**src/rtl/sys_bus_rr.sv**
```systemverilog
// N-master / M-slave shared bus with round-robin arbitration and a req/ack handshake.
// Optional BUSY watchdog enabled by defining SYS_BUS_TIMEOUT_EN.
module sys_bus_rr #(
  parameter int unsigned NUM_MASTERS    = 2,
  parameter int unsigned NUM_SLAVES     = 2,
  parameter int unsigned ADDR_W         = 32,
  parameter int unsigned DATA_W         = 32,
  parameter int unsigned TIMEOUT_CYCLES = 16
) (
  input  logic                          clk,
  input  logic                          rst,
  input  logic [NUM_MASTERS-1:0]        mst_req_i,
  input  logic [NUM_MASTERS-1:0]        mst_we_i,
  input  logic [NUM_MASTERS*ADDR_W-1:0] mst_adr_i,
  input  logic [NUM_MASTERS*DATA_W-1:0] mst_wdata_i,
  output logic [NUM_MASTERS*DATA_W-1:0] mst_rdata_o,
  output logic [NUM_MASTERS-1:0]        mst_ack_o,
  output logic [NUM_MASTERS-1:0]        mst_err_o,
  output logic [NUM_MASTERS-1:0]        mst_stall_o,
  output logic [NUM_SLAVES-1:0]         slv_req_o,
  output logic                          slv_we_o,
  output logic [ADDR_W-1:0]             slv_adr_o,
  output logic [DATA_W-1:0]             slv_wdata_o,
  input  logic [NUM_SLAVES*DATA_W-1:0]  slv_rdata_i,
  input  logic [NUM_SLAVES-1:0]         slv_ack_i
);

  localparam int unsigned MIDX_W = $clog2(NUM_MASTERS);

  typedef enum logic {IDLE = 1'b0, BUSY = 1'b1} state_e;

  state_e            state_q, state_d;
  logic [MIDX_W-1:0] rr_ptr_q, rr_ptr_d;
  logic [MIDX_W-1:0] grant_idx_q, grant_idx_d;
  logic [MIDX_W-1:0] win_idx;
  logic              win_found;

  logic              busy, gnt_req, active, mapped;
  logic              done_ok, done_err, done, tmo_hit;
  logic [ADDR_W-1:0] gnt_adr;
  logic [DATA_W-1:0] gnt_wdata;
  logic [3:0]        sel;
  logic [NUM_SLAVES-1:0] sel_onehot;
  logic              sel_ack;
  logic [DATA_W-1:0] sel_rdata;

  assign busy      = (state_q == BUSY);
  assign gnt_req   = mst_req_i[grant_idx_q];
  assign gnt_adr   = mst_adr_i[32'(grant_idx_q)*ADDR_W +: ADDR_W];
  assign gnt_wdata = mst_wdata_i[32'(grant_idx_q)*DATA_W +: DATA_W];
  assign sel       = gnt_adr[ADDR_W-1 -: 4];
  assign active    = busy & gnt_req;

  // Slave k answers to sel == k+1; everything else stays all-zero (unmapped).
  always_comb begin
    sel_onehot = '0;
    sel_ack    = 1'b0;
    sel_rdata  = '0;
    for (int unsigned k = 0; k < NUM_SLAVES; k++) begin
      if (32'(sel) == k + 1) begin
        sel_onehot[k] = 1'b1;
        sel_ack       = slv_ack_i[k];
        sel_rdata     = slv_rdata_i[k*DATA_W +: DATA_W];
      end
    end
  end

  assign mapped   = |sel_onehot;
  assign done_ok  = active & mapped & sel_ack;
  assign done_err = active & (~mapped | (tmo_hit & ~sel_ack));
  assign done     = done_ok | done_err;

`ifdef SYS_BUS_TIMEOUT_EN
  localparam int unsigned TMO_W = $clog2(TIMEOUT_CYCLES + 1);

  logic [TMO_W-1:0] tmo_cnt_q, tmo_cnt_d;

  // Held at zero in IDLE so every BUSY phase starts counting from 0.
  always_comb begin
    tmo_cnt_d = '0;
    if (busy && !sel_ack) tmo_cnt_d = tmo_cnt_q + TMO_W'(1);
  end

  always_ff @(posedge clk or posedge rst) begin
    if (rst) tmo_cnt_q <= '0;
    else     tmo_cnt_q <= tmo_cnt_d;
  end

  assign tmo_hit = (tmo_cnt_q == TMO_W'(TIMEOUT_CYCLES));
`else
  logic [31:0] unused_tmo;
  assign unused_tmo = TIMEOUT_CYCLES;
  assign tmo_hit    = 1'b0;
`endif

  always_ff @(posedge clk or posedge rst) begin
    if (rst) begin
      state_q     <= IDLE;
      rr_ptr_q    <= '0;
      grant_idx_q <= '0;
    end else begin
      state_q     <= state_d;
      rr_ptr_q    <= rr_ptr_d;
      grant_idx_q <= grant_idx_d;
    end
  end

  // Arbitration scans upward from rr_ptr with wrap; an abort leaves rr_ptr untouched.
  always_comb begin
    state_d     = state_q;
    rr_ptr_d    = rr_ptr_q;
    grant_idx_d = grant_idx_q;
    win_found   = 1'b0;
    win_idx     = rr_ptr_q;
    for (int unsigned off = 0; off < NUM_MASTERS; off++) begin
      if (!win_found && mst_req_i[MIDX_W'((32'(rr_ptr_q) + off) % NUM_MASTERS)]) begin
        win_found = 1'b1;
        win_idx   = MIDX_W'((32'(rr_ptr_q) + off) % NUM_MASTERS);
      end
    end
    case (state_q)
      IDLE: begin
        if (win_found) begin
          grant_idx_d = win_idx;
          state_d     = BUSY;
        end
      end
      BUSY: begin
        if (!gnt_req) begin
          state_d = IDLE;
        end else if (done) begin
          state_d  = IDLE;
          rr_ptr_d = (grant_idx_q == MIDX_W'(NUM_MASTERS - 1)) ? '0 : grant_idx_q + MIDX_W'(1);
        end
      end
      default: state_d = IDLE;
    endcase
  end

  // Slave side is live only while a mapped, still-requested transfer is pending.
  always_comb begin
    mst_rdata_o = '0;
    mst_ack_o   = '0;
    mst_err_o   = '0;
    slv_req_o   = '0;
    slv_we_o    = 1'b0;
    slv_adr_o   = '0;
    slv_wdata_o = '0;
    if (active && mapped && !tmo_hit) begin
      slv_req_o   = sel_onehot;
      slv_we_o    = mst_we_i[grant_idx_q];
      slv_adr_o   = gnt_adr;
      slv_wdata_o = gnt_wdata;
    end
    for (int unsigned i = 0; i < NUM_MASTERS; i++) begin
      if (MIDX_W'(i) == grant_idx_q) begin
        mst_ack_o[i]                    = done;
        mst_err_o[i]                    = done_err;
        mst_rdata_o[i*DATA_W +: DATA_W] = done_ok ? sel_rdata : '0;
      end
    end
    mst_stall_o = rst ? '0 : (mst_req_i & ~mst_ack_o);
  end

endmodule

```
**config.mk**
```make
export PLATFORM = sky130hd
export DESIGN_NAME = sys_bus_rr
export DESIGN_NICKNAME = d
export VERILOG_FILES = /design/src/rtl/sys_bus_rr.sv
export SDC_FILE = /design/constraint.sdc
export NUM_CORES = 1
export LEC_CHECK = 0
export BUFFER_PORTS_ARGS = -buffer_cell sky130_fd_sc_hd__buf_4
export CAP_MARGIN = 20
export CORE_AREA = 2 2 130 132
export CTS_CLUSTER_SIZE = 10
export DETAILED_ROUTE_END_ITERATION = 8
export DIE_AREA = 0 0 132 134
export RECOVER_POWER = 100
export SYNTH_ARGS = -nofsm -noshare
export SYNTH_HDL_FRONTEND = slang
export SYNTH_SLANG_ARGS = --single-unit
```
**constraint.sdc**
```tcl
create_clock -name clk -period 4.5 [get_ports clk]
set_input_delay 0.225 -clock clk [delete_from_list [all_inputs] [get_ports clk]]
set_output_delay 0.225 -clock clk [all_outputs]
set_load 0.01 [all_outputs]
```
==> metrics.json <==
{
  "status": {"value": "complete, no violations"},
  "chip_height": {"value": 134, "unit": "um"},
  "cts.htree.levels": {"value": 1},
  "timing.critical_path.to": {"value": "mst_rdata_o[27]"},
  "timing.critical_path.to_type": {"value": "output pin"},
  "fmax": {"value": 0.3021, "unit": "GHz"},
  "worst_r2r_startpoint": {"value": "grant_idx_q$_DFFE_PP0P_"},
  "worst-slew-pin-transition": {"value": 886.9, "unit": "ps"},
  "worst_path_largest_cell_delay": {"value": 910, "unit": "ps"},
  "timing.clock.skew": {"value": 0.7948, "unit": "ps"},
  "detailed_place_hpwl": {"value": 11210, "unit": "um"},
  "dr_vias_cell": {"value": 4.028},
  "ys_warn_count": {"value": 0},
  "number_of_buffers_created_by_cts": {"value": 3},
  "hold-path-cell-count": {"value": 2},
  "cts.repair_timing.setup_buffer_count": {"value": 0},
  "postRouteWirelength": {"value": 12990, "unit": "um"},
  "critical_path.cell_chain": {"value": "or3b_1 > a221o_2 > a21oi_4 > and2_1 > clkbuf_1"},
  "grt_max_degree": {"value": 63},
  "path_class": {"value": "reg -> out"},
  "die_area": {"value": 17690, "unit": "um^2"},
  "maxCapViolations": {"value": 0},
  "syn_avg_cell_area": {"value": 7.042, "unit": "um^2"},
  "boundaryPins": {"value": 337},
  "detail_route.first_pass.iterations": {"value": 4},
  "grt_use_total": {"value": 13.33, "unit": "%"},
  "synth_top_area_cell": {"value": "sky130_fd_sc_hd__mux2i_1"},
  "layout_worst_path_cycle_share": {"value": 73.55, "unit": "%"},
  "regToRegSetupSlack": {"value": 1950, "unit": "ps"},
  "final_hold_violations": {"value": 0},
  "hold_path_class": {"value": "in -> reg"},
  "grt_pass1_vias": {"value": 3241},
  "power.ir.vdd_worst": {"value": 185.7, "unit": "uV"},
  "clk_transition_reported_paths": {"value": 30, "unit": "ps"},
  "floorplan.die.width": {"value": 132, "unit": "um"},
  "path_max_fanout": {"value": 32},
  "synth_seq_area_share": {"value": 3.542, "unit": "%"},
  "required": {"value": 4280, "unit": "ps"},
  "crit_family": {"value": "compound AO/OA/AOI/OAI gates"},
  "clk-insertion-delay-late": {"value": 220, "unit": "ps"},
  "cts_tree": {"value": "built"},
  "syn-cell-area": {"value": 2120, "unit": "um^2"},
  "design.final.nets": {"value": 815},
  "timing.slew.headroom": {"value": 40.88, "unit": "%"},
  "area_delta_synth_final": {"value": 110.8, "unit": "%"},
  "netlist-cell-type-count": {"value": 31},
  "post-route-min-period": {"value": 3310, "unit": "ps"},
  "num_vias": {"value": 3359},
  "cts.sinks": {"value": 3},
  "p_total": {"value": 797.0, "unit": "uW"},
  "drive_gt1_share": {"value": 40.55, "unit": "%"},
  "critical_path_buf_inv_count": {"value": 1},
  "antenna_cells": {"value": 0},
  "netlist.area_leader.share": {"value": 28.81, "unit": "%"},
  "worstSetupStartpoint": {"value": "grant_idx_q$_DFFE_PP0P_"},
  "global_route.usage.met2": {"value": 24.59, "unit": "%"},
  "final.setup.tns": {"value": 0, "unit": "ps"},
  "startpoint_type": {"value": "flop"},
  "floorplan.rows": {"value": 47},
  "wl_per_cell": {"value": 15.58, "unit": "um"},
  "busiest_layer": {"value": "met2"},
  "power-per-cell-area": {"value": 178.4, "unit": "nW/um^2"},
  "drv_slew": {"value": 0},
  "cp_num_cells": {"value": 5},
  "clock_tree.root_cell": {"value": "sky130_fd_sc_hd__clkbuf_16"},
  "synth_top_cells_by_area": {"value": "sky130_fd_sc_hd__mux2i_1 (29%), sky130_fd_sc_hd__and2_1 (19%), sky130_fd_sc_hd__a22o_1 (13%)"},
  "globalRoute.totalOverflow": {"value": 0},
  "grt_first_pass_wirelength": {"value": 18620, "unit": "um"},
  "layout_common_cells": {"value": "sky130_fd_sc_hd__buf_4 (238), sky130_fd_sc_hd__clkbuf_1 (100), sky130_fd_sc_hd__nor2_1 (66)"},
  "initial_utilization": {"value": 13.01, "unit": "%"},
  "drtIter0Drc": {"value": 65},
  "grt_setup_unrepaired": {"value": "false"},
  "synth_seq_cells": {"value": 3},
  "antenna_found_initial": {"value": 0},
  "critPathSlowestCell": {"value": "sky130_fd_sc_hd__dfrtp_1"},
  "arrival": {"value": 3080, "unit": "ps"},
  "route.detailed.drc": {"value": 0},
  "grtUsageMet3": {"value": 2.532, "unit": "%"},
  "final_antenna_net_count": {"value": 0},
  "total_leakage_power": {"value": 2.224, "unit": "nW"},
  "place.port_buffers": {"value": 334},
  "finalSetupViolCount": {"value": 0},
  "groute.layer.met1.usage": {"value": 16.07, "unit": "%"},
  "routabilityCongestion": {"value": 0.8011},
  "ctsLongestPathBuffers": {"value": 2},
  "crit-reg2reg-capture": {"value": "busy$_DFF_PP0_"},
  "placeableCoreArea": {"value": 16290, "unit": "um^2"},
  "rr_worst_depth": {"value": 5},
  "commonest_non_fill_non_tap_cell_in_the_layout": {"value": "sky130_fd_sc_hd__buf_4"},
  "netlist_instances": {"value": 301}
}
[metal layers]
layer | up-vias | routed length, um
met5 | - | 0
met4 | 0 | 119
met3 | 6 | 1075
met2 | 208 | 6433
met1 | 1481 | 5363
li1 | 1664 | -
[sequential cells by signal, summed over array words and instances, names as in the netlist]
register	cells
busy	1
grant_idx_q	1
rr_ptr_q	1
[area by class of cell]
class / count / area [um^2]
clock buffer: 4 / 78.83
fill: 1907 / 11820
inverter: 4 / 15.01
multi-input combinational: 264 / 1848
sequential: 3 / 75.07
tap: 220 / 275.3
timing repair buffer: 339 / 2176
[through the flow]
| step | utilization [%] | cell area (um^2) | std cells | hold slack [ps] | worst slack (ps) |
|---|---|---|---|---|---|
| 6_report | 27.43 | 4468 | 834 | 237.0 | 1190 |
| 5_1_grt | 27.43 | 4468 | 834 | 245.2 | 997.2 |
| 4_1_cts | 29.76 | 4848 | 834 | 230.2 | 1551 |
| 3_5_place_dp | 29.22 | 4760 | 829 | 126.4 | 1790 |
| 3_3_place_gp | 29.22 | 4760 | 829 | 127.9 | 1803 |
| 2_1_floorplan | - | 2123 | 302 | -4.705 | 2370 |
[Yosys cell counts]
master and n:
sky130_fd_sc_hd__a221o_1 1, sky130_fd_sc_hd__a221o_2 1, sky130_fd_sc_hd__and3_1 4, sky130_fd_sc_hd__and2_1 64, sky130_fd_sc_hd__mux2_2 1, sky130_fd_sc_hd__or3_4 1, sky130_fd_sc_hd__buf_4 2, sky130_fd_sc_hd__a22oi_2 2
sky130_fd_sc_hd__clkbuf_2 1, sky130_fd_sc_hd__clkbuf_1 19, sky130_fd_sc_hd__nand3b_1 3, sky130_fd_sc_hd__xnor2_1 2, sky130_fd_sc_hd__a22o_1 32, sky130_fd_sc_hd__o22ai_1 2, sky130_fd_sc_hd__dfrtp_1 3, sky130_fd_sc_hd__nand3_1 2
sky130_fd_sc_hd__a31oi_1 1, sky130_fd_sc_hd__o311a_1 1, sky130_fd_sc_hd__mux2i_1 61, sky130_fd_sc_hd__nor2_1 66, sky130_fd_sc_hd__conb_1 1, sky130_fd_sc_hd__a21oi_1 3, sky130_fd_sc_hd__buf_6 8, sky130_fd_sc_hd__o211ai_1 2
sky130_fd_sc_hd__o211a_1 1, sky130_fd_sc_hd__buf_1 1, sky130_fd_sc_hd__o21a_1 1, sky130_fd_sc_hd__or3b_1 3, sky130_fd_sc_hd__nand2_1 6, sky130_fd_sc_hd__inv_1 4, sky130_fd_sc_hd__a21oi_4 2
[power breakdown]
group          switching (mW)  internal (mW)  total, mW
clock                  0.0242          0.117      0.141
combinational           0.274          0.308      0.582
sequential             0.0376         0.0364     0.0740
total                   0.336          0.461      0.797
[cells by family after synthesis]
logic type	after synthesis	synth area share, %
AND/OR/NAND/NOR	149	36.13
other	1	0.1769
flip-flops	3	3.542
multiplexers	62	29.34
XOR/XNOR	2	0.8266
buffers and inverters	35	9.445
AO/OA/AOI/OAI	49	20.54
[worst min-delay path by stage]
stage                  from                       to
4_1_cts        mst_req_i[0]  grant_idx_q$_DFFE_PP0P_
2_1_floorplan           rst           busy$_DFF_PP0_
3_5_place_dp            rst           busy$_DFF_PP0_
3_3_place_gp            rst           busy$_DFF_PP0_
6_report       mst_req_i[0]  grant_idx_q$_DFFE_PP0P_
5_1_grt        mst_req_i[0]  grant_idx_q$_DFFE_PP0P_
[timing repair]
action                    in CTS  in global routing
hold endpoints to repair       3                  0
resized for setup              0                  0
hold buffers                   1                  0
Note: power is estimated with default switching activity, not from simulation.
